--- src/rtl/systolic_feeder_pkg.sv ---
// Shared constants and state encoding for the systolic array feeder, PE and array top.
package systolic_feeder_pkg;
    localparam int N             = 3;
    localparam int WIDTH_DEFAULT = 4;
    localparam int FEED_LEN      = 7;

    typedef enum logic [1:0] {
        IDLE = 2'b00,
        FEED = 2'b01,
        FIN  = 2'b10
    } state_t;
endpackage

--- src/rtl/feeder_skew_mux.sv ---
// Picks element (c - lane) of one storage row/column, or 0 outside the skew window.
module feeder_skew_mux
    import systolic_feeder_pkg::*;
#(
    parameter int WIDTH = WIDTH_DEFAULT
) (
    input  logic [2:0]         c,
    input  logic [1:0]         lane,
    input  logic [N*WIDTH-1:0] vec,
    output logic [WIDTH-1:0]   elem
);
    logic [2:0] idx;

    always_comb begin
        idx  = c - {1'b0, lane};
        elem = '0;
        if ((c >= {1'b0, lane}) && (idx < 3'(N)))
            elem = vec[idx*WIDTH +: WIDTH];
    end
endmodule

--- src/rtl/systolic_feeder.sv ---
// Stores operand matrices A and B and streams them skewed into a 3x3 systolic array.
module systolic_feeder #(
    parameter int WIDTH = systolic_feeder_pkg::WIDTH_DEFAULT,
    parameter int N     = systolic_feeder_pkg::N
) (
    input  logic               CLK,
    input  logic               RST,
    input  logic               LOAD_VALID,
    output logic               LOAD_READY,
    input  logic               LOAD_SEL,
    input  logic [1:0]         LOAD_ROW,
    input  logic [N*WIDTH-1:0] LOAD_DATA,
    input  logic               START,
    output logic [WIDTH-1:0]   A_ROW0,
    output logic [WIDTH-1:0]   A_ROW1,
    output logic [WIDTH-1:0]   A_ROW2,
    output logic [WIDTH-1:0]   B_COL0,
    output logic [WIDTH-1:0]   B_COL1,
    output logic [WIDTH-1:0]   B_COL2,
    output logic               ENABLE,
    output logic               BUSY,
    output logic               DONE
);
    import systolic_feeder_pkg::*;

    state_t             state, state_nxt;
    logic [2:0]         c, c_nxt;
    logic [N*WIDTH-1:0] a_mem [N];
    logic [N*WIDTH-1:0] b_mem [N];
    logic [N*WIDTH-1:0] a_nxt [N];
    logic [N*WIDTH-1:0] b_nxt [N];
    logic [N*WIDTH-1:0] b_col [N];
    logic [WIDTH-1:0]   a_sel [N];
    logic [WIDTH-1:0]   b_sel [N];
    logic [WIDTH-1:0]   a_out [N];
    logic [WIDTH-1:0]   b_out [N];
    logic               load_acc;
    logic               en_nxt, busy_nxt, done_nxt, ready_nxt;

    always_ff @(posedge CLK or negedge RST) begin
        if (!RST) begin
            state <= IDLE;
            c     <= '0;
        end else begin
            state <= state_nxt;
            c     <= c_nxt;
        end
    end

    always_comb begin
        state_nxt = state;
        c_nxt     = '0;
        case (state)
            IDLE: if (START) state_nxt = FEED;
            FEED: begin
                if (c == 3'(FEED_LEN - 1)) state_nxt = FIN;
                else                       c_nxt     = c + 3'd1;
            end
            FIN:     state_nxt = IDLE;
            default: state_nxt = IDLE;
        endcase
    end

    always_comb begin
        en_nxt    = (state_nxt == FEED);
        busy_nxt  = (state_nxt != IDLE);
        done_nxt  = (state_nxt == FIN);
        ready_nxt = (state_nxt == IDLE);
    end

    // Muxes see storage with this cycle's load applied, so a load coinciding with START feeds new data.
    assign load_acc = LOAD_VALID && LOAD_READY && (LOAD_ROW != 2'd3);

    always_comb begin
        for (int unsigned i = 0; i < N; i++) begin
            a_nxt[i] = a_mem[i];
            b_nxt[i] = b_mem[i];
            if (load_acc && !LOAD_SEL && (LOAD_ROW == 2'(i))) a_nxt[i] = LOAD_DATA;
            if (load_acc &&  LOAD_SEL && (LOAD_ROW == 2'(i))) b_nxt[i] = LOAD_DATA;
        end
        for (int unsigned j = 0; j < N; j++)
            for (int unsigned k = 0; k < N; k++)
                b_col[j][k*WIDTH +: WIDTH] = b_nxt[k][j*WIDTH +: WIDTH];
    end

    for (genvar g = 0; g < N; g++) begin : g_lane
        feeder_skew_mux #(.WIDTH(WIDTH)) u_a_mux (
            .c(c_nxt), .lane(2'(g)), .vec(a_nxt[g]), .elem(a_sel[g])
        );
        feeder_skew_mux #(.WIDTH(WIDTH)) u_b_mux (
            .c(c_nxt), .lane(2'(g)), .vec(b_col[g]), .elem(b_sel[g])
        );
    end

    always_ff @(posedge CLK or negedge RST) begin
        if (!RST) begin
            for (int unsigned i = 0; i < N; i++) begin
                a_mem[i] <= '0;
                b_mem[i] <= '0;
                a_out[i] <= '0;
                b_out[i] <= '0;
            end
            ENABLE     <= 1'b0;
            BUSY       <= 1'b0;
            DONE       <= 1'b0;
            LOAD_READY <= 1'b0;
        end else begin
            for (int unsigned i = 0; i < N; i++) begin
                a_mem[i] <= a_nxt[i];
                b_mem[i] <= b_nxt[i];
                a_out[i] <= en_nxt ? a_sel[i] : '0;
                b_out[i] <= en_nxt ? b_sel[i] : '0;
            end
            ENABLE     <= en_nxt;
            BUSY       <= busy_nxt;
            DONE       <= done_nxt;
            LOAD_READY <= ready_nxt;
        end
    end

    assign A_ROW0 = a_out[0];
    assign A_ROW1 = a_out[1];
    assign A_ROW2 = a_out[2];
    assign B_COL0 = b_out[0];
    assign B_COL1 = b_out[1];
    assign B_COL2 = b_out[2];
endmodule

--- config.mk ---
export PLATFORM = sky130hd
export DESIGN_NAME = systolic_feeder
export DESIGN_NICKNAME = d
export VERILOG_FILES = /design/src/rtl/systolic_feeder_pkg.sv /design/src/rtl/feeder_skew_mux.sv /design/src/rtl/systolic_feeder.sv
export SDC_FILE = /design/constraint.sdc
export NUM_CORES = 1
export LEC_CHECK = 0
export CORE_MARGIN = 5
export CORE_UTILIZATION = 51
export DETAILED_ROUTE_END_ITERATION = 8
export PLACE_DENSITY = 0.88
export SLEW_MARGIN = 25
export SYNTH_ARGS = -nofsm -noshare
export SYNTH_HDL_FRONTEND = slang
export SYNTH_SLANG_ARGS = --single-unit
export TNS_END_PERCENT = 1
--- constraint.sdc ---
create_clock -name CLK -period 2.48 [get_ports CLK]
set_input_delay 0.372 -clock CLK [delete_from_list [all_inputs] [get_ports CLK]]
set_output_delay 0.372 -clock CLK [all_outputs]
set_load 0.02 [all_outputs]
# [After elaboration in Yosys (flattened, before gate mapping)]
# Index checks and enable logic that the tools add are counted.
# Widths: inputs -> output; s select.
[totals] elab_cells=81 regBits=105 out_inout_bits=28
[classes] n_mux=23 addsub=3 shift=6 reduce_logical=18 magnitude_cmp=6 n_eq_ne=7
[ops] operator="$mux 12" count=6
[ops] operator="$shiftx 12x6->4" count=6
[ops] operator="$mux 4" count=12
[ops] operator="$logic_and 1x1->1" count=13
[ops] operator="$lt 3x2->1 const B" count=3
[ops] operator="$eq 2x1->1 const B" count=3
[ops] operator="$ge 3x1->1 const B" count=2
[ops] operator="$logic_not 2->1" count=3
[ops] operator="$mux 3" count=2
[ops] operator="$eq 2x2->1 const B" count=2
[ops] operator="$mux 2" count=2
[ops] operator="$pmux 2 s2" count=1
[ops] operator="$add 3x1->3 const B" count=1
[ops] operator="$eq 3x3->1 const B" count=1
[ops] operator="$ge 3x2->1 const B" count=1
[ops] operator="$sub 3x1->3 const B" count=1
[ops] operator="$sub 3x2->3 const B" count=1
[ops] operator="$ne 2x2->1 const B" count=1
[ops] operator="$reduce_bool 2->1" count=1
[ops] operator="$logic_not 1->1" count=1

# [Depth between registers and ports, before layout]
# Gate-level depths: netlist of the first run.
[depth] ltp_word=8 mapped_depth=9 mapped_depth_nobuf=8

# [Cells and area by module]
# A second synthesis of the first run with hierarchy kept.
[hier_totals] hier_cells=387 area_unflattened_um2=5138.7
[modules_own_cells] mod="systolic_feeder" cells_per_inst=237 area_each_um2=3885.0 instances=1
[modules_own_cells] mod="feeder_skew_mux" cells_per_inst=25 area_each_um2=209.0 instances=6

# [Worst setup path before layout of the first run]
# OpenSTA, ideal clock, no wires.
[synth_timing] kind="register to register" from="register c[0]" to="register b_out (netlist bit B_COL1[0])" synth_period_minus_slack_ns=2.334 arrival_ns=2.268 stages_incl_launch_ff=8 t_required_ns=2.414 n_path_buf=1 setup_time_ns=0.066 setup_slack_ns=0.146 path_cell_list="dfrtp_1 nand2b_1 or3b_1 buf_2 ha_1 nor4_2 a21boi_0 a221o_1"
[synth_between] elab_chain_len=8 elab_cells_between_ends=14 cone_classes="add/sub (2); order compare (2); eq/ne (2); shift (1); mux (6); reduce/logical (1)"
[synth_lines] element="from (decl)" line_no="systolic_feeder.sv:27" text="logic [2:0] c, c_nxt;"
[synth_lines] element="from (signal assigned)" line_no="systolic_feeder.sv:46" text="c <= c_nxt;"
[synth_lines] element="branches (longest 7 deep; another with $add 3x1->3)"
[synth_lines] element="$mux 4 *" line_no="systolic_feeder.sv:112" text="b_out[i] <= en_nxt ? b_sel[i] : '0;"
[synth_lines] element="to (signal, indexed assignment)" line_no="systolic_feeder.sv:112"
[synth_lines] element="to (decl)" line_no="systolic_feeder.sv:36" text="logic [WIDTH-1:0] b_out [N];"
# Every way passes the cells marked *.

# [Worst setup path after layout of the first run]
[layout_timing] from="register c[0]" to="register b_out (netlist bit B_COL1[2])"
# Same word-level chain as after synthesis.

==> results of run 1 <==
-- cell families after synthesis --
| kind of cell | Yosys count | synth area share [%] |
|---|---|---|
| compound gates | 99 | 16.7 |
| fa+ha+maj | 4 | 1.10 |
| buf+inv | 35 | 3.37 |
| flops | 105 | 57.6 |
| mux | 39 | 9.76 |
| simple gates | 93 | 11.5 |
-- layout make-up --
| cell class | count | area share, % |
|---|---|---|
| Sequential cell | 105 | 47.4 |
| Timing Repair Buffer | 68 | 11.2 |
| Multi-Input combinational cell | 235 | 32.6 |
| Inverter | 17 | 1.15 |
| Clock buffer | 9 | 2.23 |
| Clock inverter | 7 | 2.95 |
| Tap cell | 108 | 2.44 |
-- critical path, stage by stage, from the launching register on --
cell      delay, ps
dfrtp_2         460
nand2b_1        220
or3b_1          420
ha_1            380
nor4_2          290
buf_4           200
a21boi_1        210
a221o_1         160
-- timing repair --
item / in CTS / in global routing
pin swaps: 0 / 1
gates resized for setup: 2 / 5
hold endpoints to repair: 0 / 0
setup endpoints to repair: 1 / 12
-- sequential cells by signal, indices dropped and copies added (netlist names) --
| name | flops |
|---|---|
| A_ROW2 | 4 |
| A_ROW0 | 4 |
| b_mem | 36 |
| ENABLE | 1 |
| B_COL1 | 4 |
| B_COL2 | 4 |
| state | 2 |
| LOAD_READY | 1 |
| B_COL0 | 4 |
| c | 3 |
| a_mem | 36 |
| BUSY | 1 |
| DONE | 1 |
| A_ROW1 | 4 |
-- routing by layer --
metal / GRT usage [%] / wire length, um / vias up
li1: - / - / 1505
met1: 27.4 / 4530 / 1699
met2: 33.8 / 5570 / 103
met3: 5.18 / 673 / 25
met4: 9.04 / 261 / 0
met5: 0 / 0 / -
-- layout by cell type, fill, tap and decap left out, types with 4 or more instances in the layout --
| master | n |
|---|---|
| a21o_1 | 5 |
| o21ai_0 | 19 |
| a21boi_0 | 11 |
| a221oi_1 | 12 |
| dfrtp_1 | 103 |
| mux2i_1 | 10 |
| ha_1 | 4 |
| a211oi_1 | 4 |
| nand2_1 | 21 |
| a21oi_1 | 6 |
| mux2_2 | 24 |
| buf_4 | 23 |
| nor2_1 | 6 |
| and2_1 | 9 |
| clkbuf_8 | 9 |
| bufinv_16 | 5 |
| nor2b_1 | 7 |
| a221o_1 | 14 |
| and3_1 | 5 |
| nor3_1 | 4 |
| clkdlybuf4s50_1 | 45 |
| nand3_1 | 18 |
| o32ai_1 | 6 |
| nand2b_1 | 6 |
| mux2_4 | 5 |
| a22o_1 | 12 |
| inv_1 | 16 |
-- where the power goes --
part	internal [mW]	total, mW	leakage (nW)	switching (mW)
clock network	0.876	1.45	0.144	0.578
logic	1.26	2.78	1.16	1.52
registers	2.44	2.73	1.40	0.298
total	4.57	6.97	2.70	2.40
-- per-stage QoR --
step	TNS [ps]	std cells	hold slack, ps	area [sq um]	total power [mW]
final	0	549	-2.97	5550	6.97
after CTS	0	549	8.65	5530	6.95
after floorplan	0	375	76.4	4560	4.43
after global placement	0	533	407	5230	5.28
after global routing	-22.2	549	28.7	5550	7.39
after detailed placement	0	533	407	5240	5.47
-- path summary, 6_finish.rpt --
kind | startpoint | slack (ps) | end
max | c[0] | 80 | B_COL1[2]
min | RST | -3 | a_mem[6]
max reg2reg | c[0] | 80 | B_COL1[2]
min reg2reg | b_mem[21] | 490 | b_mem[21]
max in group asynchronous | RST | 1740 | a_mem[35]
min in group CLK | b_mem[21] | 490 | b_mem[21]
==> metrics.txt, run 1 <==
status=complete, but fails checks; failing checks=negative hold slack; syn_nets=between 300 and 400; GRT Resource Usage Total=between 20% and 30%; share of the synthesized area in the top cell type=between 50 and 60%; average vias per placed instance=between 6 and 7; TritonCTS buffer count=9; register bit total from synthesis=105; GP Congestion=just under 0.9; die area=between 10000 and 15000 sq um; Period minus WS final=about 2400 ps; sequential share of the synthesized area=about 58%; CTS tree=built; largest net degree at the start of global routing=48; Fmax=416 MHz; FFs w/ async S/R, synth=100%; startpoint types=flip-flop; footprint of the multi-input gates=1810 sq um; Pins Over Slew Limit=0; site row count=34; # Max-Cap Violations=0; core box area=slightly below 9000 sq um; first-pass GRT wire length=18500 um; PortBufs=46; Finish-stage setup viols=0; top post-synthesis cells by area=dfrtp_1 (58%), mux2_2 (5.9%), a221o_1 (3.1%), a221oi_1 (2.3%), a22o_1 (2.3%); Post-synth top cells=dfrtp_1 (105), mux2_2 (24), nand2_1 (21); FF-to-FF path depth=7; I/O pin count=47; Post-Syn Instances=approximately 380; Yosys Warn Count=0; nets=459; Filler cells=between 600 and 700; worst hold path type=input port to async pin; Tcrit/Tclk final=between 90 and 100%; 1st-pass router iterations=4; final hold slack=-2.97 ps; mapped cell area=between 4000 and 5000 sq um; Critical Path RT=roughly 2800 ps; power per cell area=around 1300 nW/um^2; Static Leak=around 2.7 nW; Die X=around 100 um; Clk Latency, worst-skew pair=approximately 370 ps; Area Overhead vs Synth=21.6%; Slew headroom=about 52%; Antenna Cells=0; Unique masters post-synth=between 40 and 50; initial drt markers=222; Layout Utilization=between 60% and 70%; syn avg cell area=between 10 and 15 sq um; clk_skew=just under 10 ps; Sequential Area=between 2000 and 3000 sq um; Die Span Y=between 100 and 150 um; Worst-path clk slew=about 100 ps; clk sinks=105; vias post-DR=3332; critical path arrival=between 2000 and 3000 ps; unrepaired setup endpoints after global routing=true; critical setup path kind=flip-flop to flip-flop; Critical Path End Type=flip-flop; hold buffers post-CTS=0; Initial Utilization=a little over half; global route total overflow=0; placed wire-length estimate=7920 um; final hold vios=1; pre-CTS WS=approximately 57 ps; vias in the first global route=between 3000 and 4000; commonest register cell after synthesis=dfrtp_1; antenna violations before repair=0; most common cell in the synthesized netlist=dfrtp_1; Routed Antenna Nets=0; Worst-Margin Slew=~700 ps; ratio of cells with drive above 1 in the final layout=18.8%; Post-route DRC=0; Clock Path Buffers=2; Avg WL per Cell=roughly 20 um; peak supply drop=704 uV; clk root buf=clkbuf_8; EDFF count, synth=0; PnR worst setup slack=76.2 ps; CP Max Fanout=9; cell taking the most area after synthesis=dfrtp_1; DRT Wirelength=about 11000 um; number of setup buffers added after CTS=0; H-tree depth=3
Note: power is estimated with default switching activity, not from simulation.
==> inputs of run 2 (changes only) <==
Settings changed: CAP_MARGIN set to 20.
==> results of run 2 <==
Same layout as run 1: the final DEF is identical, and so are final timing and power.
